[config.mk]
export PLATFORM = sky130hd
export DESIGN_NAME = inst_prefetch_queue
export DESIGN_NICKNAME = d
export VERILOG_FILES = /design/src/rtl/inst_prefetch_queue.sv
export SDC_FILE = /design/constraint.sdc
export NUM_CORES = 1
export LEC_CHECK = 0
export ABC_AREA = 1
export BUFFER_PORTS_ARGS = -buffer_cell sky130_fd_sc_hd__buf_4
export CAP_MARGIN = 20
export CELL_PAD_IN_SITES_DETAIL_PLACEMENT = 0
export CELL_PAD_IN_SITES_GLOBAL_PLACEMENT = 1
export CORE_ASPECT_RATIO = 2
export CORE_UTILIZATION = 45
export CTS_CLUSTER_DIAMETER = 40
export DETAILED_ROUTE_END_ITERATION = 8
export HOLD_SLACK_MARGIN = 0.12
export PLACE_DENSITY = 0.88
export SYNTH_ARGS = -nofsm -noshare
export SYNTH_HDL_FRONTEND = slang
export SYNTH_SLANG_ARGS = --single-unit
[constraint.sdc]
create_clock -name clk -period 8.21 [get_ports clk]
set_clock_uncertainty 0.2 [all_clocks]
set_input_delay 1.642 -clock clk [delete_from_list [all_inputs] [get_ports clk]]
set_output_delay 1.642 -clock clk [all_outputs]
set_load 0.005 [all_outputs]
[src/rtl/inst_prefetch_queue.sv]
// rtl/inst_prefetch_queue.sv - instruction prefetch queue with credit-based ROM fetch
module inst_prefetch_queue #(
  parameter int DEPTH = 4
) (
  input  logic        clk,
  input  logic        rst,
  output logic        rom_ce,
  output logic [31:0] rom_addr,
  input  logic [31:0] rom_data,
  input  logic        redirect,
  input  logic [31:0] redirect_pc,
  input  logic        stall,
  output logic        inst_valid,
  output logic [31:0] inst,
  output logic [31:0] inst_pc
);

  localparam int PW = $clog2(DEPTH);
  localparam int CW = PW + 1;
  localparam logic [CW-1:0] FULL = CW'(DEPTH);

  logic [31:0]   r_fetch_pc;
  logic [31:0]   r_prev_addr;
  logic [CW-1:0] r_count;
  logic [PW-1:0] r_rd_ptr;
  logic [PW-1:0] r_wr_ptr;
  logic          r_inflight;
  logic [31:0]   r_mem_inst [DEPTH];
  logic [31:0]   r_mem_pc   [DEPTH];

  logic [CW-1:0] w_credit_used;
  logic          w_wr;
  logic          w_pop;

  // A request is only issued when a slot is reserved for its response.
  assign w_credit_used = r_count + CW'(r_inflight);
  assign rom_addr      = {r_fetch_pc[31:2], 2'b00};
  assign rom_ce        = rst & ~redirect & (w_credit_used < FULL);

  assign inst_valid = (r_count != '0);
  assign inst       = inst_valid ? r_mem_inst[r_rd_ptr] : '0;
  assign inst_pc    = inst_valid ? r_mem_pc[r_rd_ptr]   : '0;

  assign w_wr  = r_inflight & ~redirect;
  assign w_pop = inst_valid & ~stall & ~redirect;

  always_ff @(posedge clk or negedge rst) begin
    if (!rst) begin
      r_fetch_pc  <= '0;
      r_prev_addr <= '0;
      r_count     <= '0;
      r_rd_ptr    <= '0;
      r_wr_ptr    <= '0;
      r_inflight  <= 1'b0;
    end else if (redirect) begin
      // Flush everything, including the response landing this cycle.
      r_fetch_pc <= {redirect_pc[31:2], 2'b00};
      r_count    <= '0;
      r_rd_ptr   <= '0;
      r_wr_ptr   <= '0;
      r_inflight <= 1'b0;
    end else begin
      r_inflight <= rom_ce;
      if (rom_ce) begin
        r_fetch_pc  <= r_fetch_pc + 32'd4;
        r_prev_addr <= rom_addr;
      end
      if (w_wr)  r_wr_ptr <= r_wr_ptr + PW'(1);
      if (w_pop) r_rd_ptr <= r_rd_ptr + PW'(1);
      case ({w_wr, w_pop})
        2'b10:   r_count <= r_count + CW'(1);
        2'b01:   r_count <= r_count - CW'(1);
        default: r_count <= r_count;
      endcase
    end
  end

  always_ff @(posedge clk) begin
    if (w_wr) begin
      r_mem_inst[r_wr_ptr] <= rom_data;
      r_mem_pc[r_wr_ptr]   <= r_prev_addr;
    end
  end

  a_no_write_when_full: assert property (
    @(posedge clk) disable iff (!rst) !(w_wr && r_count == FULL)
  );

endmodule
### After elaboration in Yosys (flattened, before gate mapping)

Memories as Yosys holds them, arrays and structs flattened.
Cells that the tools add are included.

| operators by class | value |
|---|---|
| order comparisons | 1 |
| $add $sub $neg | 6 |
| reduce and logical (&&, ||, !) cells | 6 |
| bitwise gates (word level) | 7 |
| equality and inequality tests | 2 |
| muxes and demuxes | 13 |

Operators with widths:

| cell | count |
|---|---|
| $mux 32 | 4 |
| $add 32x3->32 const B | 1 |
| $mux 2 | 4 |
| $pmux 3 s2 | 1 |
| $reduce_bool 2->1 | 3 |
| $reduce_bool 3->1 | 2 |
| $and 1x1->1 | 5 |
| $add 2x1->2 const B | 2 |
| $add 3x1->3 | 1 |
| $add 3x1->3 const B | 1 |
| $lt 3x3->1 const B | 1 |
| $mux 1 | 3 |
| $mux 3 | 1 |
| $sub 3x1->3 const B | 1 |
| $eq 2x1->1 const B | 1 |
| $eq 2x2->1 const B | 1 |
| $not 1->1 | 2 |
| $reduce_and 2->1 | 1 |

| storage, ports and cells | value |
|---|---|
| memories | 2 |
| RAM bits | 248 |
| flip-flop bits (word level) | 70 |
| bits of input ports | 68 |
| output and inout bits | 98 |

Memory list:

| memory | depth | bits a word | rd ports | clocked after memory_dff | wr ports | RTL line | RTL |
|---|---|---|---|---|---|---|---|
| r_mem_inst | 4 | 32 | 1 | 0 | 1 | 28 | `logic [31:0] r_mem_inst [DEPTH];` |
| r_mem_pc | 4 | 30 | 1 | 0 | 1 | 29 | `logic [31:0] r_mem_pc [DEPTH];` |

### Depth between registers and ports, before layout

Gate-level depths: netlist of the first run.

| depth | value |
|---|---|
| word-level depth | 6 |
| depth in mapped cells | 8 |
| mapped depth without buffers | 8 |

### Worst setup path before layout of the first run

No wires, ideal clock.

| timing path | value |
|---|---|
| kind | input-to-reg |
| start | input redirect |
| end | memory r_mem_inst[0][0], enable pin |
| data arrival time | 4,645 ps |
| data required time | 7,528 ps |
| buffers on the path | 1 |
| cell stages on the path | 4 |
| setup time | 482 ps |
| setup slack | 2,883 ps |
| path through | buf_6 nor2_1 inv_1 nor2_1 |

| on the way | value |
|---|---|
| longest elaborated chain between the ends | 4 |

RTL lines:

| item | RTL line | RTL |
|---|---|---|
| start: declaration | 10 | `input logic redirect,` |
| $not 1->1 (no source line) | -- |  |
| $and 1x1->1 | 44 | `assign w_wr = r_inflight & ~redirect;` |
| $mux 1 | 79 | `if (w_wr) begin` |
| $mux 1 (not written as such) | 80 | `r_mem_inst[r_wr_ptr] <= rom_data;` |
| end: declaration | 28 |  |

Every way passes these cells.

### Final worst setup path of the first run

| timing path | value |
|---|---|
| start | input rst |
| end | output rom_ce |

| on the way | value |
|---|---|
| longest elaborated chain between the ends | 2 |

RTL lines:

| item | RTL line | RTL |
|---|---|---|
| start: declaration | 6 | `input logic rst,` |
| $and 1x1->1 (2 in series) | 38 | `assign rom_ce = rst & ~redirect & (w_credit_used < FULL);` |
| end: declaration | 7 | `output logic rom_ce,` |

Every way passes these cells.

==> results of run 1 <==
## cells by family (layout without fill, tap and decap cells)
kind of cell             count (synthesis)  after routing  synth area share, %
AND/OR/NAND/NOR                        558            558                 17.3
flip-flops                             316            316                 67.7
AO/OA/AOI/OAI                          238            238                 8.92
buffers and inverters                  148            303                 4.90
XOR/XNOR                                 8              8                0.518
adder cells (fa/ha/maj)                  6              6                0.611
other                                    1              4               0.0277
## cells in the final DEF (no fill, tap or decap), types with 3 or more instances in the layout
| cell type | Yosys | layout |
|---|---|---|
| clkinv_2 | 0 | 3 |
| nor2_2 | 5 | 5 |
| nor2_1 | 290 | 286 |
| inv_2 | 7 | 6 |
| nor2_4 | 7 | 11 |
| ha_1 | 5 | 5 |
| nand3_1 | 64 | 64 |
| nand3_2 | 4 | 4 |
| conb_1 | 1 | 4 |
| xor2_1 | 8 | 8 |
| inv_1 | 74 | 74 |
| buf_4 | 12 | 170 |
| nand2_2 | 4 | 4 |
| a21oi_1 | 64 | 64 |
| clkbuf_8 | 0 | 3 |
| inv_6 | 0 | 3 |
| o211ai_1 | 6 | 6 |
| clkbuf_16 | 0 | 31 |
| clkbuf_1 | 25 | 10 |
| o21ai_1 | 4 | 4 |
| dfrtp_1 | 68 | 66 |
| nand2_1 | 175 | 175 |
| edfxtp_1 | 248 | 248 |
| nand4_1 | 3 | 3 |
| o21ai_0 | 164 | 164 |
## layer usage
| metal | global-route usage [%] | up-vias | part of all wire, % |
|---|---|---|---|
| met3 | 1.58 | 54 | 3.8 |
| li1 | - | 4559 | - |
| met4 | 8.58 | 0 | 3.1 |
| met1 | 21.0 | 4500 | 36 |
| met5 | 0 | - | 0 |
| met2 | 40.1 | 233 | 57 |
## flip-flops by register name (all words and copies together) (netlist names)
signal,count
r_count,3
r_fetch_pc,30
r_inflight,1
r_mem_inst,128
r_mem_pc,120
r_prev_addr,30
r_rd_ptr,2
r_wr_ptr,2
## path summary, 6_finish.rpt
kind | from | to | slack [ns] | cells past startpoint
min reg2reg | r_prev_addr[23] | r_mem_pc[0][21] | 0.32 | 0
min | r_prev_addr[23] | r_mem_pc[0][21] | 0.32 | 0
max reg2reg | r_rd_ptr[0] | r_rd_ptr[0] | 5.26 | 3
max in group asynchronous | rst | r_rd_ptr[0] | 6.15 | 1
min in group asynchronous | rst | r_wr_ptr[1] | 1.00 | 1
max | rst | rom_ce | 2.51 | 7
## report_power, final
group	internal, mW	switching [mW]
Combinational	0.480	0.680
Sequential	1.94	0.183
Clock	0.724	0.573
## critical path, cell delays in order
cell and delay, ns:
buf_4 0.64, inv_1 0.12, nor2_2 0.12, nand3_2 0.07, buf_4 0.24, inv_1 0.70
buf_4 0.24
## final cells by class
class	instances	area (µm²)	share of cell area, %
Clock buffer	44	855	5.39
Clock inverter	8	63.8	0.402
Inverter	81	305	1.93
Multi-Input combinational cell	814	3750	23.6
Sequential cell	316	9150	57.7
Tap cell	364	455	2.87
Timing Repair Buffer	170	1280	8.05
==> flow_summary_export.csv, run 1 <==
group,metric,value,unit
floorplanning,core_area,29500,µm²
drt,routed_wirelength,30900,µm
drt,ant_nets,0,
global_routing,grt_overflow,0,
clock_tree,post_cts_resize_count,0,
worst_setup_path,critPathCaptureType,"output port",
floorplanning,initial_utilization,45.8,%
finish,antenna_cells,0,
drt,drt_iter0_drc,483,
finish,syn_to_final_growth,17.3,%
power_and_ir_drop,power,4.58,mW
synthesis,synth_edf_count,248,
power_and_ir_drop,leakage,6.30,nW
worst_setup_path,cp_max_fo,69,
clock_tree,cts_setup_buffers,0,
timing,setup_tns,0,ns
synthesis,ys_top_cells_by_count,"nor2_1, edfxtp_1, nand2_1, o21ai_0, inv_1",
timing,max_freq,175,MHz
drt,wl_per_cell,17.2,µm
synthesis,synthArstFlopShare,21.5,%
clock_tree,cts_buffers,28,
synthesis,syn_inst,1275,
timing,timing.final.ws_setup,2.51,ns
timing,hold_ws,0.316,ns
clock_tree,cts_tree,"yes",
drt,via_count,9346,
floorplanning,ios,166,
hold_path,hold_path.class,"flop to flop",
finish,nNetsFinal,1485,
synthesis,synth_top_cell_by_area,"edfxtp_1",
floorplanning,rows,89,
global_routing,grt_max_degree,80,
placement,port_buffers,159,
synthesis,seq_area_frac_synth,67.7,%
job,drv_cap,0,
drt,routed_via_density,5.20,
synthesis,ys_seq_elements,316,
worst_setup_path,worstSetupStartpointType,"primary input",
timing,rsz0062_at_grt,"false",
synthesis,ys_types,32,
synthesis,yosys_most_used_dff,"edfxtp_1",
synthesis,yosysMostFrequentCell,"nor2_1",
timing,slew_viol_final,0,
finish,fin_cells,1797,
clock_tree,ctsHoldBuffers,0,
synthesis,synth_top_area_share,55.1,%
placement,dp_hpwl,18500,µm
clock_tree,clk_latency,0.56,ns
finish,stdcell_area,15900,µm²
worst_setup_path,critPathRequiredTime,6.37,ns
placement,gp_congestion,0.830,
synthesis,synth.area.top_cells,"edfxtp_1, dfrtp_1, nor2_1",
timing,relSlewSlack,33.1,%
clock_tree,clockBufferDepth,3,
synthesis,ys_warn_count,0,
finish,drive_above_1_share,17.4,%
finish,postLayoutCoreUtil,53.7,%
worst_setup_path,arrival,3.86,ns
placement,place_area,14900,µm²
placement,pre_cts_ws,2.45,ns
finish,fillCellCount,2539,
timing,setup_viol,0,
floorplanning,die_w,125,µm
floorplanning,die_y,247,µm
synthesis,synth_area,13500,µm²
worst_setup_path,critPathKind,"primary input to output port",
clock_tree,cts-root-buf,"clkbuf_16",
clock_tree,h-tree-depth,1,
power_and_ir_drop,ir_drop,0.000161,V
power_and_ir_drop,power_density,289,nW/µm²
global_routing,antenna_found_initial,0,
timing,layout_min_cycle_time,5.70,ns
global_routing,first_global_vias,9357,
clock_tree,clkTransAtPathRegs,0.07,ns
global_routing,track_usage,20.0,%
timing,timing.final.crit_share,69.4,%
drt,firstDrtPassIters,5,
global_routing,grt_pass1_wl,48500,µm
timing,hold_violations,0,
placement,dpl.cell_count,1745,
floorplanning,die-area,30800,µm²
timing,worst_pin_slew,1.00,ns
drt,drc,0,
status,outcome,"complete, no violations",
clock_tree,clock_sinks,316,
synthesis,postSynthAreaPerCell,10.6,µm²
Note: power is estimated with default switching activity, not from simulation.
==> inputs of run 2 (changes only) <==
==> constraint.sdc (replaced) <==
create_clock -name clk -period 5.65 [get_ports clk]
set_clock_uncertainty 0.2 [all_clocks]
set_input_delay 1.13 -clock clk [delete_from_list [all_inputs] [get_ports clk]]
set_output_delay 1.13 -clock clk [all_outputs]
set_load 0.005 [all_outputs]
==> run 2 against run 1 <==
  * Global-route usage up 0.25 points
  * Count of clock-buffer cells in the layout fell by 4
  * Die area unchanged
  * Final area rose by 1.2%
  * Register-to-register slack got worse by 2.0 ns
  * Clock power grew 62%
  * Wire length increased by 1.3%
==> flow_summary_export.csv, run 2 (same netlist as run 1, synthesis figures left out) <==
group,metric,value,unit
finish,layout_commonest_cell,"nor2_1",
global_routing,grt_max_degree,90,
clock_tree,clkTransAtPathRegs,0.07,ns
clock_tree,cts_setup_buffers,0,
timing,setup_viol,0,
clock_tree,cts_tree,"yes",
timing,relSlewSlack,33.5,%
drt,via_count,9423,
power_and_ir_drop,pwr-share-comb,25.2,%
clock_tree,cts_buffers,31,
worst_setup_path,ff2ff_path_depth,5,
timing,hold_ws,0.320,ns
placement,gp_congestion,0.873,
global_routing,antenna_found_initial,0,
drt,drc,0,
placement,dp_hpwl,19300,µm
floorplanning,initial_utilization,45.8,%
clock_tree,cts-root-buf,"clkbuf_16",
power_and_ir_drop,ir_drop,0.000234,V
power_and_ir_drop,seq_power_share,44.2,%
finish,antenna_cells,0,
timing,max_freq,226,MHz
worst_setup_path,critPathCaptureType,"output port",
floorplanning,ios,166,
global_routing,track_usage,20.3,%
power_and_ir_drop,clockPowerShare,30.6,%
floorplanning,core_area,29500,µm²
drt,ant_nets,0,
worst_setup_path,critPathKind,"flop to output port",
finish,top_register,"r_mem_inst",
drt,firstDrtPassIters,5,
worst_setup_path,arrival,3.09,ns
placement,pre_cts_ws,1.72,ns
timing,timing.final.ws_setup,1.23,ns
drt,drt_iter0_drc,501,
timing,slew_viol_final,0,
worst_setup_path,worstSetupStartpointType,"flop",
timing,setup_tns,0,ns
timing,timing.final.crit_share,78.3,%
worst_setup_path,cp_max_fo,64,
hold_path,whs_path_depth,0,
timing,worst_pin_slew,0.997,ns
finish,fin_cells,1806,
power_and_ir_drop,power_density,429,nW/µm²
finish,nNetsFinal,1492,
status,outcome,"complete, no violations",
finish,largest_reg_flops,128,
placement,dpl.cell_count,1748,
power_and_ir_drop,p_int,4.72,mW
floorplanning,rows,89,
power_and_ir_drop,p_sw,2.17,mW
global_routing,first_global_vias,9495,
drt,wl_per_cell,17.4,µm
power_and_ir_drop,power.share.switching,31.6,%
clock_tree,h-tree-depth,1,
clock_tree,post_cts_resize_count,0,
power_and_ir_drop,power,6.89,mW
drt,routed_via_density,5.22,
finish,largestRegisters,"r_mem_inst x128, r_mem_pc x120",
timing,hold_violations,0,
finish,drive_above_1_share,18.5,%
job,drv_cap,0,
floorplanning,die_y,247,µm
clock_tree,clk_latency,0.56,ns
timing,layout_min_cycle_time,4.42,ns
clock_tree,clock_sinks,316,
floorplanning,die-area,30800,µm²
power_and_ir_drop,leakage,6.41,nW
clock_tree,ctsHoldBuffers,0,
finish,final_cell_mix,"nor2_1, edfxtp_1, nand2_1",
finish,syn_to_final_growth,18.7,%
placement,port_buffers,159,
floorplanning,die_w,125,µm
hold_path,hold_path.class,"flop to flop",
global_routing,grt_overflow,0,
worst_setup_path,critPathRequiredTime,4.32,ns
clock_tree,clockBufferDepth,3,
global_routing,grt_pass1_wl,49000,µm
drt,routed_wirelength,31300,µm
timing,rsz0062_at_grt,"false",
-- run 2: cell count changes in the layout (fill, tap and decap cells not counted) --
cell | previous run | this run
clkinv_4 | 1 | 0
buf_4 | 170 | 173
clkbuf_1 | 10 | 2
inv_6 | 3 | 8
buf_12 | 0 | 1
clkinv_8 | 0 | 1
clkinv_2 | 3 | 5
inv_4 | 0 | 1
inv_8 | 1 | 2
clkbuf_16 | 31 | 35
-- run 2: critical path, cell delays in order, from the launching register on --
cell     delay [ns]
dfrtp_4        0.41
buf_4          0.55
buf_4          0.67
nor2_1         0.12
nor2_1         0.11
o21ai_0        0.11
a21oi_1        0.34
buf_4          0.18
-- run 2: area by class of cell --
type,instances,area (µm²)
fillers,2551,13500
flip-flops and latches,316,9150
multi-input cells,814,3750
repair buffers,174,1320
clock buffers,40,925
well taps,364,455
inverters,81,305
clock inverters,17,143
-- run 2: path summary, 6_finish.rpt --
| path | start | to | slack, ns |
|---|---|---|---|
| worst max-delay path | r_rd_ptr[0] | inst_pc[11] | 1.23 |
| worst min-delay path | r_prev_addr[15] | r_mem_pc[1][13] | 0.32 |
| worst max register to register | r_inflight | r_mem_inst[0][13] | 3.23 |
| worst min register to register | r_prev_addr[15] | r_mem_pc[1][13] | 0.32 |
| max in group asynchronous | rst | r_rd_ptr[0] | 4.03 |
| min in group asynchronous | rst | r_wr_ptr[0] | 0.55 |
-- run 2: power by group through the flow --
stage / Clock, mW / Combinational, mW / Sequential (mW)
2_1_floorplan: 0 / 0.945 / 3.02
3_3_place_gp: 0 / 1.74 / 3.07
3_5_place_dp: 0 / 1.77 / 3.09
4_1_cts: 2.15 / 1.77 / 3.04
5_1_grt: 2.24 / 1.95 / 3.07
6_report: 2.11 / 1.74 / 3.04
-- run 2: layer usage --
metal | track usage [%] | part of all wire, %
met5 | 0 | 0
met4 | 10.1 | 4.0
met3 | 2.36 | 4.2
met2 | 39.1 | 55
met1 | 21.5 | 37
-- run 2: metrics by stage --
step	util (%)	instance area (µm²)
3_5_place_dp	50.7	15000
4_1_cts	54.3	16000
5_1_grt	54.4	16000
3_3_place_gp	50.7	15000
2_1_floorplan	-	13500
6_report	54.4	16000
==> inputs of run 3 (changes only) <==
--- a/config.mk
+++ b/config.mk
@@ -11,11 +11,11 @@
 export CELL_PAD_IN_SITES_DETAIL_PLACEMENT = 0
 export CELL_PAD_IN_SITES_GLOBAL_PLACEMENT = 1
 export CORE_ASPECT_RATIO = 2
-export CORE_UTILIZATION = 45
+export CORE_UTILIZATION = 41
 export CTS_CLUSTER_DIAMETER = 40
 export DETAILED_ROUTE_END_ITERATION = 8
 export HOLD_SLACK_MARGIN = 0.12
-export PLACE_DENSITY = 0.88
+export PLACE_DENSITY = 0.85
 export SYNTH_ARGS = -nofsm -noshare
 export SYNTH_HDL_FRONTEND = slang
 export SYNTH_SLANG_ARGS = --single-unit
==> constraint.sdc (replaced) <==
create_clock -name clk -period 4 [get_ports clk]
set_clock_uncertainty 0.2 [all_clocks]
set_input_delay 0.8 -clock clk [delete_from_list [all_inputs] [get_ports clk]]
set_output_delay 0.8 -clock clk [all_outputs]
set_load 0.005 [all_outputs]
==> run 3 against run 2 <==
  * Setup slack got worse by 0.67 ns
  * Critical path depth shrank 1
  * Via count hardly changed
  * Combinational power is 43% higher
  * Total power up 39%
  * Critical path type unchanged
  * Global-route usage shrank 1.1 points
  * Critical endpoint is now inst_pc[25]
  * Register-to-register slack got worse by 1.3 ns
  * Sequential power up 41%
  * Count of clock-buffer cells in the layout decreased by 3
  * Final area up 0.36%
  * Non-clock buffer count grew 6
  * Core utilization fell by 4.6 points
==> flow_summary_export.csv, run 3 (same netlist as run 1, synthesis figures left out) <==
group,metric,value,unit
worst_setup_path,arrival,2.44,ns
global_routing,track_usage,19.2,%
worst_setup_path,critPathCaptureType,"output port",
worst_setup_path,worstReg2RegEnd,"r_fetch_pc[6]",
power_and_ir_drop,clockPowerShare,29.2,%
finish,postLayoutCoreUtil,49.8,%
finish,fillCellCount,2976,
floorplanning,initial_utilization,41.8,%
drt,ant_nets,0,
power_and_ir_drop,pwr-share-comb,25.9,%
finish,top_register,"r_mem_inst",
worst_setup_path,critPathRequiredTime,3.00,ns
drt,firstDrtPassIters,7,
worst_setup_path,cp-endpoint,"inst_pc[25]",
global_routing,first_global_vias,9530,
power_and_ir_drop,leakage,6.40,nW
timing,timing.final.ws_setup,0.556,ns
global_routing,grt_max_degree,69,
status,outcome,"complete, no violations",
timing,layout_min_cycle_time,3.44,ns
hold_path,hold_path.class,"primary input to flop",
clock_tree,cts-root-buf,"clkbuf_16",
finish,layout_commonest_cell,"nor2_1",
timing,rsz0062_at_grt,"false",
clock_tree,cts_buffers,30,
drt,wl_per_cell,17.1,µm
worst_setup_path,cp_max_fo,62,
floorplanning,die_w,130,µm
global_routing,antenna_found_initial,1,
timing,timing.final.crit_share,86.1,%
power_and_ir_drop,power_density,595,nW/µm²
timing,setup_tns,0,ns
power_and_ir_drop,p_sw,3.06,mW
floorplanning,die-area,33700,µm²
clock_tree,ctsHoldBuffers,0,
clock_tree,post_cts_resize_count,0,
finish,syn_to_final_growth,19.2,%
job,drv_cap,0,
timing,hold_ws,0.235,ns
placement,port_buffers,159,
clock_tree,h-tree-depth,1,
finish,largestRegisters,"r_mem_inst x128, r_mem_pc x120",
timing,slew_viol_final,0,
power_and_ir_drop,power.share.switching,31.9,%
floorplanning,die_y,259,µm
power_and_ir_drop,ir_drop,0.000362,V
power_and_ir_drop,seq_power_share,44.8,%
global_routing,grt_pass1_wl,49200,µm
timing,relSlewSlack,38.6,%
worst_setup_path,r2r_start,"r_count[1]",
worst_setup_path,ff2ff_setup_slack,1.89,ns
finish,largest_reg_flops,128,
finish,final_cell_mix,"nor2_1, edfxtp_1, buf_4",
power_and_ir_drop,power,9.58,mW
finish,drive_above_1_share,18.5,%
power_and_ir_drop,p_int,6.53,mW
clock_tree,cts_tree,"yes",
timing,hold_violations,0,
worst_setup_path,ff2ff_path_depth,7,
timing,max_freq,290,MHz
timing,worst_pin_slew,0.921,ns
worst_setup_path,worstSetupStartpointType,"flop",
floorplanning,ios,166,
clock_tree,clockBufferDepth,3,
clock_tree,clock_sinks,316,
drt,routed_via_density,5.02,
floorplanning,core_area,32300,µm²
finish,nNetsFinal,1497,
worst_setup_path,critPathLaunch,"r_rd_ptr[0]",
timing,setup_viol,0,
worst_setup_path,critPathKind,"flop to output port",
global_routing,grt_overflow,0,
clock_tree,clk_latency,0.56,ns
drt,drc,0,
clock_tree,cts_setup_buffers,0,
clock_tree,clkTransAtPathRegs,0.07,ns
drt,drt_iter0_drc,586,
drt,routed_wirelength,32100,µm
placement,gp_congestion,0.847,
placement,pre_cts_ws,1.06,ns
floorplanning,rows,93,
placement,dp_hpwl,20100,µm
drt,via_count,9416,
## run 3: worst min path at each step
stage	slack, ns	endpoint	from	depth (start not counted)
after global routing	0.21	r_mem_inst[3][6]	rom_data[6]	1
after global placement	0.28	r_mem_pc[1][18]	r_prev_addr[20]	0
after detailed placement	0.30	r_mem_pc[2][6]	r_prev_addr[8]	0
after floorplan	0.28	r_mem_pc[0][0]	r_prev_addr[2]	0
after CTS	0.21	r_mem_inst[3][0]	rom_data[0]	1
final	0.24	r_mem_inst[1][0]	rom_data[0]	1
## run 3: power by group through the flow
stage / clock [mW] / combinational [mW] / sequential [mW]
2_1_floorplan: 0 / 1.34 / 4.27
3_3_place_gp: 0 / 2.48 / 4.33
3_5_place_dp: 0 / 2.53 / 4.36
4_1_cts: 2.86 / 2.54 / 4.29
5_1_grt: 2.98 / 2.80 / 4.34
6_report: 2.80 / 2.48 / 4.30
## run 3: worst max-delay path, stage by stage, from the launching register on
cell and delay, ns:
dfrtp_4 0.42, buf_4 0.54, nor2_1 0.11, nor2_1 0.10, o21ai_0 0.09, a21oi_1 0.41, buf_4 0.19
## run 3: area by class of cell
| class | instances | area, µm² | area share, % |
|---|---|---|---|
| tap | 427 | 534 | 3.32 |
| timing repair buffer | 180 | 1360 | 8.47 |
| multi-input combinational | 814 | 3750 | 23.3 |
| inverter | 81 | 305 | 1.90 |
| sequential | 316 | 9150 | 56.8 |
| clock inverter | 19 | 159 | 0.987 |
| clock buffer | 37 | 840 | 5.21 |
| antenna | 1 | 2.50 | 0.0155 |
## run 3: routing by layer
layer	track usage (%)	routed length (µm)
met1	20.2	12000
met2	37.0	17500
met3	2.58	1420
met4	8.49	1220
met5	0	0
## run 3: through the flow
stage               area [µm²]  cells
floorplan                13500   1278
global placement         15100   1818
detailed placement       15100   1818
CTS                      16100   1874
global route             16100   1875
finish                   16100   1875
